==> config.mk <==
export PLATFORM = sky130hd
export DESIGN_NAME = aes_sbox_core
export DESIGN_NICKNAME = d
export VERILOG_FILES = /design/src/rtl/aes_pkg.sv /design/src/rtl/gf256_inv.sv /design/src/rtl/aes_sbox_core.sv
export SDC_FILE = /design/constraint.sdc
export NUM_CORES = 1
export LEC_CHECK = 0
export CORE_ASPECT_RATIO = 1.5
export CORE_UTILIZATION = 65
export DETAILED_ROUTE_END_ITERATION = 16
export PLACE_DENSITY = 0.79
export REMOVE_ABC_BUFFERS = 1
export SKIP_CTS_REPAIR_TIMING = 1
export SLEW_MARGIN = 15
export SYNTH_ARGS = -nofsm -noshare
export SYNTH_HDL_FRONTEND = slang
export SYNTH_SLANG_ARGS = --single-unit
==> constraint.sdc <==
create_clock -name clk -period 60.7 [get_ports clk]
set_input_delay 12.14 -clock clk [delete_from_list [all_inputs] [get_ports clk]]
set_output_delay 12.14 -clock clk [all_outputs]
set_load 0.01 [all_outputs]
==> src/rtl/aes_pkg.sv <==
// Shared AES byte types, field constants and GF(2^8) helper functions.
package aes_pkg;

  typedef logic [7:0] byte_t;

  // Low byte of the AES field polynomial x^8+x^4+x^3+x+1 (0x11B).
  localparam byte_t GF_POLY    = 8'h1B;
  localparam byte_t SBOX_C     = 8'h63;
  localparam byte_t INV_SBOX_C = 8'h05;

  // Rotate a byte left by n bit positions (n in 0..7).
  function automatic byte_t rotl8(input byte_t b, input int n);
    logic [15:0] d;
    d = {b, b} << n;
    return d[15:8];
  endfunction

  // Shift-and-add multiply in GF(2^8), reducing by GF_POLY on each carry-out.
  function automatic byte_t gf_mul(input byte_t a, input byte_t b);
    byte_t p;
    byte_t aa;
    p  = '0;
    aa = a;
    for (int i = 0; i < 8; i++) begin
      if (b[i]) p = p ^ aa;
      aa = aa[7] ? ((aa << 1) ^ GF_POLY) : (aa << 1);
    end
    return p;
  endfunction

  // Forward affine transform applied after the field inverse.
  function automatic byte_t affine_fwd(input byte_t b);
    return b ^ rotl8(b, 1) ^ rotl8(b, 2) ^ rotl8(b, 3) ^ rotl8(b, 4) ^ SBOX_C;
  endfunction

  // Inverse affine transform applied before the field inverse.
  function automatic byte_t affine_inv(input byte_t b);
    return rotl8(b, 1) ^ rotl8(b, 3) ^ rotl8(b, 6) ^ INV_SBOX_C;
  endfunction

endpackage

==> src/rtl/gf256_inv.sv <==
// Combinational multiplicative inverse in GF(2^8) computed as x^254.
// Zero maps to zero naturally since every power of zero is zero.
module gf256_inv
  import aes_pkg::*;
(
  input  logic [7:0] a,
  output logic [7:0] y
);

  byte_t sq;
  byte_t acc;

  // x^254 = x^2 * x^4 * ... * x^128: square repeatedly and accumulate each square.
  always_comb begin
    sq  = a;
    acc = 8'h01;
    for (int i = 0; i < 7; i++) begin
      sq  = gf_mul(sq, sq);
      acc = gf_mul(acc, sq);
    end
    y = acc;
  end

endmodule

==> src/rtl/aes_sbox_core.sv <==
// AES forward S-box: combinational output plus a 1-cycle registered copy with valid.
// Optional macro AES_SBOX_INV_EN adds a combinational inverse S-box on inv_in/inv_out.
module aes_sbox_core
  import aes_pkg::*;
(
  input  logic       clk,
  input  logic       rst,
  input  logic [7:0] data_in,
  output logic [7:0] data_out,
  input  logic       valid_in,
  output logic [7:0] data_q,
  output logic       valid_q
`ifdef AES_SBOX_INV_EN
  ,
  input  logic [7:0] inv_in,
  output logic [7:0] inv_out
`endif
);

  byte_t fwd_inv_p0;
  byte_t sbox_p0;

  gf256_inv u_fwd_inv (
    .a (data_in),
    .y (fwd_inv_p0)
  );

  // Forward S-box value: affine transform of the field inverse.
  always_comb begin
    sbox_p0 = affine_fwd(fwd_inv_p0);
  end

  assign data_out = sbox_p0;

  // ---- stage p0 -> registered output ----
  // Capture the substituted byte when qualified; valid follows valid_in every cycle.
  always_ff @(posedge clk) begin
    if (rst) begin
      data_q  <= 8'h00;
      valid_q <= 1'b0;
    end else begin
      valid_q <= valid_in;
      if (valid_in) data_q <= sbox_p0;
    end
  end

`ifdef AES_SBOX_INV_EN
  byte_t inv_aff_p0;

  // Undo the affine step first, then invert in the field.
  always_comb begin
    inv_aff_p0 = affine_inv(inv_in);
  end

  gf256_inv u_rev_inv (
    .a (inv_aff_p0),
    .y (inv_out)
  );
`endif

endmodule

# --- Yosys cells after proc, flatten, opt, wreduce, memory -nomap -nowiden ---
# Cells that the tools add are included.
word_totals:
  reg_bits: 9
  out_inout_bits: 17
  input_bits: 11
  wordCells: 399
classes:
  n_mux: 203
  bitwise_logic: 194
op_table:
  columns: ["cell", "count"]
  rows:
  - ["$mux 8", 105]
  - ["$xor 8x8->8", 95]
  - ["$mux 5", 92]
  - ["$not 4->4", 92]
  - ["$mux 7", 1]
  - ["$not 1->1 const A", 7]
  - ["$mux 6", 1]
  - ["$mux 4", 1]
  - ["$mux 3", 1]
  - ["$mux 2", 1]
  - ["$mux 1", 1]

# --- Depth between registers and ports, before layout ---
# Gate-level depths: netlist (run 1).
depth:
  ltp_word: 132
  depth_mapped: 73
  ltp_nobuf: 56

# --- Modules after synthesis ---
# Synthesis (run 1) repeated with hierarchy kept, for this count alone.
hier_totals:
  cells_unflattened: 2043
  area_unflattened_um2: 15089.5
modules_own_cells:
  columns: ["mod", "n_inst", "cells_each", "area_per_inst_um2", "seq_area_each_um2"]
  rows:
  - ["gf256_inv", 1, 1985, 14518.9, 0.0]
  - ["aes_sbox_core", 1, 58, 570.5, 180.2]

# --- Least setup slack after synthesis (run 1) ---
# No wires, ideal clock.
synth_timing:
  kind: "input to output"
  startpoint: "input data_in[6]"
  endpoint: "output data_out[0]"
  required_time_ns: 48.560
  cell_stages: 67
  arrival_ns: 26.596
  path_buffers: 14
  slack_ns: 21.964
  path_cell_list: "buf_2 -> buf_6 -> xor2_1 -> xor2_1 -> buf_2 -> inv_1 -> clkbuf_1 -> ha_1 -> clkbuf_1 -> xnor2_1 -> o21ai_1 -> xnor2_1 -> a22o_1 -> xnor3_1 -> buf_2 -> buf_4 -> buf_2 -> ha_1 -> (+31 left out) -> nor3_1 -> a211oi_1 -> o21ai_1 -> and3_1 -> a221o_1 -> buf_4 -> o21ai_1 -> xnor3_1 -> xor2_1 -> buf_2 -> nor2_1 -> mux2i_1 -> nor2_1 -> a21oi_1 -> xnor3_2 -> xor2_1 -> xor2_1 -> xnor3_1"
synth_between:
  elab_chain_len: 124
  elab_cells_between_ends: 387
  classes_between: "mux: 202; bitwise: 185"
synth_lines:
  columns: ["element", "line_no", "source"]
  rows:
  - ["start, declared", "aes_sbox_core.sv:8", "input logic [7:0] data_in,"]
  - ["$xor 8x8->8 or $mux 8 (tied branches)", "aes_pkg.sv:25", "if (b[i]) p = p ^ aa;"]
  - ["$mux 8 or $xor 8x8->8 (tied branches)", "aes_pkg.sv:25", null]
  - ["$xor 8x8->8 or $mux 8 (tied branches)", "aes_pkg.sv:25", null]
  - ["$mux 8 or $xor 8x8->8 (tied branches)", "aes_pkg.sv:25", null]
  - ["$xor 8x8->8 or $mux 8 (tied branches)", "aes_pkg.sv:25", null]
  - ["$mux 8 or $xor 8x8->8 (tied branches)", "aes_pkg.sv:25", null]
  - ["$xor 8x8->8 or $mux 8 (tied branches)", "aes_pkg.sv:25", null]
  - ["$mux 8 or $xor 8x8->8 (tied branches)", "aes_pkg.sv:25", null]
  - ["(+107 left out)", null, null]
  - ["$xor 8x8->8 or $mux 8 (tied branches)", "aes_pkg.sv:25", null]
  - ["$mux 8 or $xor 8x8->8 (tied branches)", "aes_pkg.sv:25", null]
  - ["$xor 8x8->8 or $mux 8 (tied branches)", "aes_pkg.sv:25", null]
  - ["$mux 8 *", "aes_pkg.sv:25", null]
  - ["$xor 8x8->8, or another cell as far along (2 in series)", "aes_pkg.sv:33", "return b ^ rotl8(b, 1) ^ rotl8(b, 2) ^ rotl8(b, 3) ^ rotl8(b, 4) ^ SBOX_C;"]
  - ["$xor 8x8->8 or $mux 8 (tied branches)", "aes_pkg.sv:33, aes_pkg.sv:25", null]
  - ["$xor 8x8->8 *", "aes_pkg.sv:33", null]
  - ["$not 4->4 (no line) *", null, null]
  - ["end, declared", "aes_sbox_core.sv:9", "output logic [7:0] data_out,"]
# Mark *: on every way between the ends. The rest lies on a longest branch, timed or not.

# --- Worst setup path after layout (run 1) ---
layout_timing:
  startpoint: "input data_in[7]"
  endpoint: "output data_out[0]"
layout_between:
  elab_chain_len: 125
  elab_cells_between_ends: 389
  classes_between: "mux: 203; bitwise: 186"
layout_lines:
  columns: ["element", "line_no"]
  rows:
  - ["$mux 5 or $mux 8 (tied branches)", "aes_pkg.sv:26, aes_pkg.sv:25"]
  - ["$xor 8x8->8", "aes_pkg.sv:25"]
  - ["$mux 8", "aes_pkg.sv:25"]
  - ["$xor 8x8->8", "aes_pkg.sv:25"]
  - ["$mux 8", "aes_pkg.sv:25"]
  - ["$xor 8x8->8", "aes_pkg.sv:25"]
  - ["$mux 8", "aes_pkg.sv:25"]
  - ["$xor 8x8->8", "aes_pkg.sv:25"]
  - ["(+108 left out)", null]
  - ["$xor 8x8->8 or $mux 8 (tied branches)", "aes_pkg.sv:25"]
  - ["$mux 8 or $xor 8x8->8 (tied branches)", "aes_pkg.sv:25"]
  - ["$xor 8x8->8 or $mux 8 (tied branches)", "aes_pkg.sv:25"]
  - ["$mux 8 *", "aes_pkg.sv:25"]
  - ["$xor 8x8->8, or another cell as far along (2 in series)", "aes_pkg.sv:33"]
  - ["$xor 8x8->8 or $mux 8 (tied branches)", "aes_pkg.sv:33, aes_pkg.sv:25"]
  - ["$xor 8x8->8 *", "aes_pkg.sv:33"]
  - ["$not 4->4 (no line) *", null]
# Marks and branches as above.

==> flow_summary_export.csv, run 1 <==
group,metric,value,unit
detailed_routing,detail-route-antenna-nets,0,
setup_path,worst_path_largest_cell_delay,0.89,ns
finish,num-nets-final,2098,
die,dieArea,0.02555,mm2
logic_synthesis,synth_top_cells_by_area,"sky130_fd_sc_hd__xnor2_1, sky130_fd_sc_hd__xnor3_1, sky130_fd_sc_hd__xor2_1",
cts,clk-insertion-delay-late,0.24,ns
setup_path,reg2regPathDepth,2,
logic_synthesis,netlist_instances,2147,
timing,tightestPinTransition,1.090,ns
die,core-area,0.02444,mm2
detailed_routing,first_pass_iters,6,
logic_synthesis,yosys_warnings,0,
setup_path,regToRegEndpoint,"data_q[6]",
finish,layout-drive-gt1-share,10.34,%
detailed_routing,route.detailed.vias_per_inst,6.380,
timing,min_period_over_period,70.90,%
setup_path,crit_path_end,"data_out[0]",
finish,layout.cell_area.non_filler,0.01672,mm2
setup_path,r2r_slack,59.97,ns
finish,num_antenna_cells,0,
placed_design,gp_congestion,0.9593,
setup_path,critical-path-top-cell-by-count,"sky130_fd_sc_hd__xnor2_1",
setup_path,timing.critical_path.depth,54,
logic_synthesis,postSynthRegisterBits,9,
die,core.rowCount,70,
setup_path,path_max_fanout,25,
logic_synthesis,synth.top_cell.area_share,21.38,%
worst_hold_path,type_of_the_most_critical_hold_path,"flop to flop",
timing,maxSlewHeadroom,27.33,%
timing,finalHoldViolations,0,
detailed_routing,number_of_remaining_drc_errors,0,
placed_design,buffer_ports.inserted,27,
setup_path,required,48.56,ns
grt,global_route_wire_length_before_repair,73.21,mm
run,max_cap_viol_count,0,
cts,buffer_cell_driving_the_clock_tree_root,"sky130_fd_sc_hd__clkbuf_16",
timing,fin_tns_setup,0,ns
setup_path,cpLargestDelayFamily,"XOR/XNOR gates",
setup_path,timing.critical_path.from_type,"primary input",
detailed_routing,detailroute.via_count,15330,
logic_synthesis,synth.distinct_cells,102,
grt,via_count_of_the_first_global_routing_pass,14580,
cts,clk_pin_slew,0.04,ns
setup_path,cp-end-kind,"output pin",
logic_synthesis,mappedNetlistArea,0.01618,mm2
cts,cts.htree.levels,1,
finish,synthToLayoutAreaGrowth,3.316,%
grt,track_usage,35.21,%
cts,tritoncts,"done",
detailed_routing,drt-total-wl,45.24,mm
cts,cts_inserted_buffers,3,
setup_path,criticalPathCategory,"primary input to output pin",
grt,globalRoute.totalOverflow,0,
logic_synthesis,syn_avg_cell_area,7.538,um2
setup_path,cp_num_buf_inv,5,
logic_synthesis,proportion_of_synthesized_chip_area_in_sequential_cells,1.113,%
die,io_pins,28,
detailed_routing,routed_wire_length_per_instance,18.83,um
logic_synthesis,yosys.area.top_type,"sky130_fd_sc_hd__xnor2_1",
timing,report.final.slew_viol_count,0,
die,initial_utilization,66.23,%
setup_path,crit_path_start,"data_in[7]",
logic_synthesis,asyncSetResetFlopFracSynth,0,%
timing,grt_setup_unrepaired,"false",
grt,grt_max_degree,46,
cts,clock_path_buffers,2,
placed_design,dp_hpwl,33.38,mm
logic_synthesis,synth_flop_cell,"sky130_fd_sc_hd__dfxtp_1",
finish,most-common-layout-cells,"sky130_fd_sc_hd__xnor2_1, sky130_fd_sc_hd__nor2_1, sky130_fd_sc_hd__nand2_1, sky130_fd_sc_hd__xor2_1, sky130_fd_sc_hd__a21oi_1",
timing,finClkSkew,0,ns
detailed_routing,detail_route.iter0.violations,1528,
setup_path,slowest_stage,"sky130_fd_sc_hd__xor2_1",
timing,final-setup-viol-count,0,
grt,antenna_found_initial,0,
setup_path,timing.critical_path.arrival,30.90,ns
outcome,status,"completed",
logic_synthesis,synth_enable_flop_cells,0,
timing,period_needed,43.04,ns
finish,layout_commonest_cell,"sky130_fd_sc_hd__xnor2_1",
placed_design,dpl-instance-area,0.01663,mm2
cts,clock_sink_count,9,
die,die_width,130.8,um
setup_path,worst_r2r_startpoint,"data_q[6]",
die,vert_die_dim,195.3,um
timing,fmax,23.24,MHz
==> sequential cells by signal, indices dropped and copies added, names as in the netlist <==
| register | count |
|---|---|
| data_q | 8 |
| valid_q | 1 |
==> per-stage QoR <==
step	util [%]	hold WS, ns	setup slack [ns]	cells
detailed placement	68.07	0.4894	17.91	2399
global placement	68.04	0.4790	18.33	2399
global route	68.43	0.5312	16.27	2403
finish	68.43	0.5181	17.66	2403
floorplan	-	0.5279	18.44	1991
CTS	68.40	0.5217	17.88	2403
==> synth_stat cells, drive strengths merged, types with 10 or more instances <==
cell    number
xnor2      450
nor2       278
nand2      259
xor2       158
a21oi      120
o21ai      120
buf         87
xnor3       80
clkbuf      69
mux2i       66
nand3       51
nor3        50
inv         27
o22ai       27
a211oi      22
a31oi       21
a22oi       20
and3        13
a221oi      12
and2        12
o211ai      12
o221ai      12
a21boi      11
nand2b      11
nor2b       11
o21a        10
xor3        10
==> cell type report <==
type                       instances  area [um2]
multi-input combinational       1954       15250
tap                              324       405.4
timing repair buffer              84       698.2
inverter                          28       105.1
clock buffer                       4       78.83
fill                            2070        7715
sequential                         9       180.2
==> logic make-up (layout without fill, tap and decap cells) <==
group,after synthesis,after routing,synth area share [%]
simple gates,717,717,18.86
xor+xnor,698,698,50.35
compound gates,455,455,18.66
buf+inv,184,116,5.373
mux,76,76,5.040
flops,9,9,1.113
fa+ha+maj,8,8,0.6030
==> worst min path at each step <==
stage | to | slack (ns) | start | depth (start not counted)
2_1_floorplan | data_q[0] | 0.53 | data_q[0] | 2
3_3_place_gp | data_q[4] | 0.48 | data_q[4] | 2
3_5_place_dp | data_q[1] | 0.49 | data_q[1] | 2
4_1_cts | data_q[5] | 0.52 | data_q[5] | 2
5_1_grt | data_q[5] | 0.53 | data_q[5] | 2
6_report | data_q[0] | 0.52 | data_q[0] | 2
==> worst register-to-register path, cell delays in order (launching register included) <==
cell                      delay [ns]
sky130_fd_sc_hd__dfxtp_1        0.31
sky130_fd_sc_hd__mux2i_1        0.22
sky130_fd_sc_hd__nor2_1         0.07
==> routing by layer <==
metal	track usage, %	vias up	wire, um
met5	0	-	0
met2	62.90	732	22820
met1	40.71	7184	17200
met3	2.356	208	2556
li1	-	7208	-
met4	19.80	0	2661
Power of run 1 is left out: the tool's default activity adds up to more than one toggle a clock period on the data nets, which glitch-free logic cannot reach.
==> run 2, diff against run 1 <==
- CORE_UTILIZATION: 65 -> 61
- PLACE_DENSITY: 0.79 -> 0.78
- clock period: 60.7 -> 38.9 ns (I/O delays scaled with it)
==> flow_summary_export.csv, run 2 (synthesis gave the netlist of run 1 again) <==
group,metric,value,unit
outcome,status,"completed",
cts,clock_path_buffers,2,
finish,multi_input_comb_area,0.01525,mm2
grt,antenna_found_initial,0,
timing,finalHoldViolations,0,
die,die_width,135.0,um
placed_design,dp_hpwl,33.81,mm
cts,clock_sink_count,9,
detailed_routing,route.detailed.vias_per_inst,6.316,
finish,num_antenna_cells,0,
timing,tightestPinTransition,1.074,ns
placed_design,gp_congestion,0.9469,
cts,cts.htree.levels,1,
detailed_routing,routed_wire_length_per_instance,18.69,um
timing,fmax,29.22,MHz
detailed_routing,number_of_remaining_drc_errors,0,
worst_hold_path,type_of_the_most_critical_hold_path,"flop to flop",
cts,tritoncts,"done",
timing,maxSlewHeadroom,27.88,%
setup_path,critical-path-top-cell-by-count,"sky130_fd_sc_hd__xnor2_1",
grt,track_usage,33.10,%
grt,globalRoute.totalOverflow,0,
finish,layout-drive-gt1-share,10.29,%
finish,largest_register_ffs,8,
detailed_routing,detailroute.via_count,15240,
setup_path,path_max_fanout,25,
placed_design,buffer_ports.inserted,27,
detailed_routing,drt-total-wl,45.09,mm
die,core-area,0.02594,mm2
die,initial_utilization,62.38,%
timing,report.final.slew_viol_count,0,
timing,final-setup-viol-count,0,
setup_path,worst_path_largest_cell_delay,0.83,ns
timing,min_period_over_period,87.99,%
detailed_routing,detail_route.iter0.violations,1364,
setup_path,required,31.12,ns
finish,top_register,"data_q",
setup_path,timing.critical_path.arrival,26.45,ns
grt,via_count_of_the_first_global_routing_pass,14890,
setup_path,criticalPathCategory,"primary input to output pin",
detailed_routing,first_pass_iters,6,
finish,filler_cell_count,2266,
cts,cts_inserted_buffers,3,
die,vert_die_dim,201.5,um
timing,finClkSkew,0,ns
grt,grt_max_degree,46,
setup_path,slowest_stage,"sky130_fd_sc_hd__xnor2_1",
timing,grt_setup_unrepaired,"false",
timing,period_needed,34.23,ns
finish,layout_commonest_cell,"sky130_fd_sc_hd__xnor2_1",
finish,most-common-layout-cells,"sky130_fd_sc_hd__xnor2_1, sky130_fd_sc_hd__nor2_1, sky130_fd_sc_hd__nand2_1, sky130_fd_sc_hd__xor2_1, sky130_fd_sc_hd__a21oi_1",
finish,num-nets-final,2098,
setup_path,r2r_slack,38.15,ns
cts,clk-insertion-delay-late,0.23,ns
die,io_pins,28,
die,dieArea,0.02720,mm2
timing,fin_tns_setup,0,ns
finish,seq_area,180.2,um2
die,core.rowCount,72,
setup_path,cp-end-kind,"output pin",
run,max_cap_viol_count,0,
detailed_routing,detail-route-antenna-nets,0,
finish,reg_top3,"data_q (8), valid_q (1)",
setup_path,timing.critical_path.from_type,"primary input",
finish,synthToLayoutAreaGrowth,3.340,%
cts,buffer_cell_driving_the_clock_tree_root,"sky130_fd_sc_hd__clkbuf_16",
grt,global_route_wire_length_before_repair,73.69,mm
cts,clk_pin_slew,0.04,ns
-- run 2: layout make-up --
cell class	instances	area share, %
inverter	28	0.6284
sequential	9	1.077
multi-input combinational	1954	91.16
timing repair buffer	84	4.174
tap	333	2.491
clock buffer	4	0.4713
-- run 2: through the flow --
step	setup WS, ns	instances	utilization, %	hold WS (ns)	area (um2)
2_1_floorplan	5.361	1991	-	0.5279	15420
3_3_place_gp	5.364	2408	64.13	0.4798	16640
3_5_place_dp	4.810	2408	64.13	0.4846	16640
4_1_cts	4.761	2412	64.43	0.5089	16720
5_1_grt	3.149	2412	64.46	0.5302	16720
6_report	4.673	2412	64.46	0.4992	16720
-- run 2: worst paths after layout --
check | to | startpoint | cells past startpoint
min reg2reg | data_q[4] | data_q[4] | 2
max | data_out[0] | data_in[7] | 53
max reg2reg | data_q[6] | data_q[6] | 2
min | data_q[4] | data_q[4] | 2
-- run 2: per-layer routing --
metal	part of all wire, %	track usage (%)	vias to the layer above
li1	-	-	7194
met1	37	36.61	7163
met2	51	60.35	676
met3	5.1	2.419	202
met4	6.0	20.79	0
met5	0	0	-
-- run 2: worst max-delay path: cells and delay by family --
family | cells | cell delay [ns]
XOR/XNOR | 22 | 8.87
multiplexers | 2 | 0.45
AND/OR/NAND/NOR | 13 | 3.12
adder cells (fa/ha/maj) | 2 | 1.34
AO/OA/AOI/OAI | 9 | 2.66
buffers and inverters | 5 | 2.19
Power of run 2 is left out for the same reason.
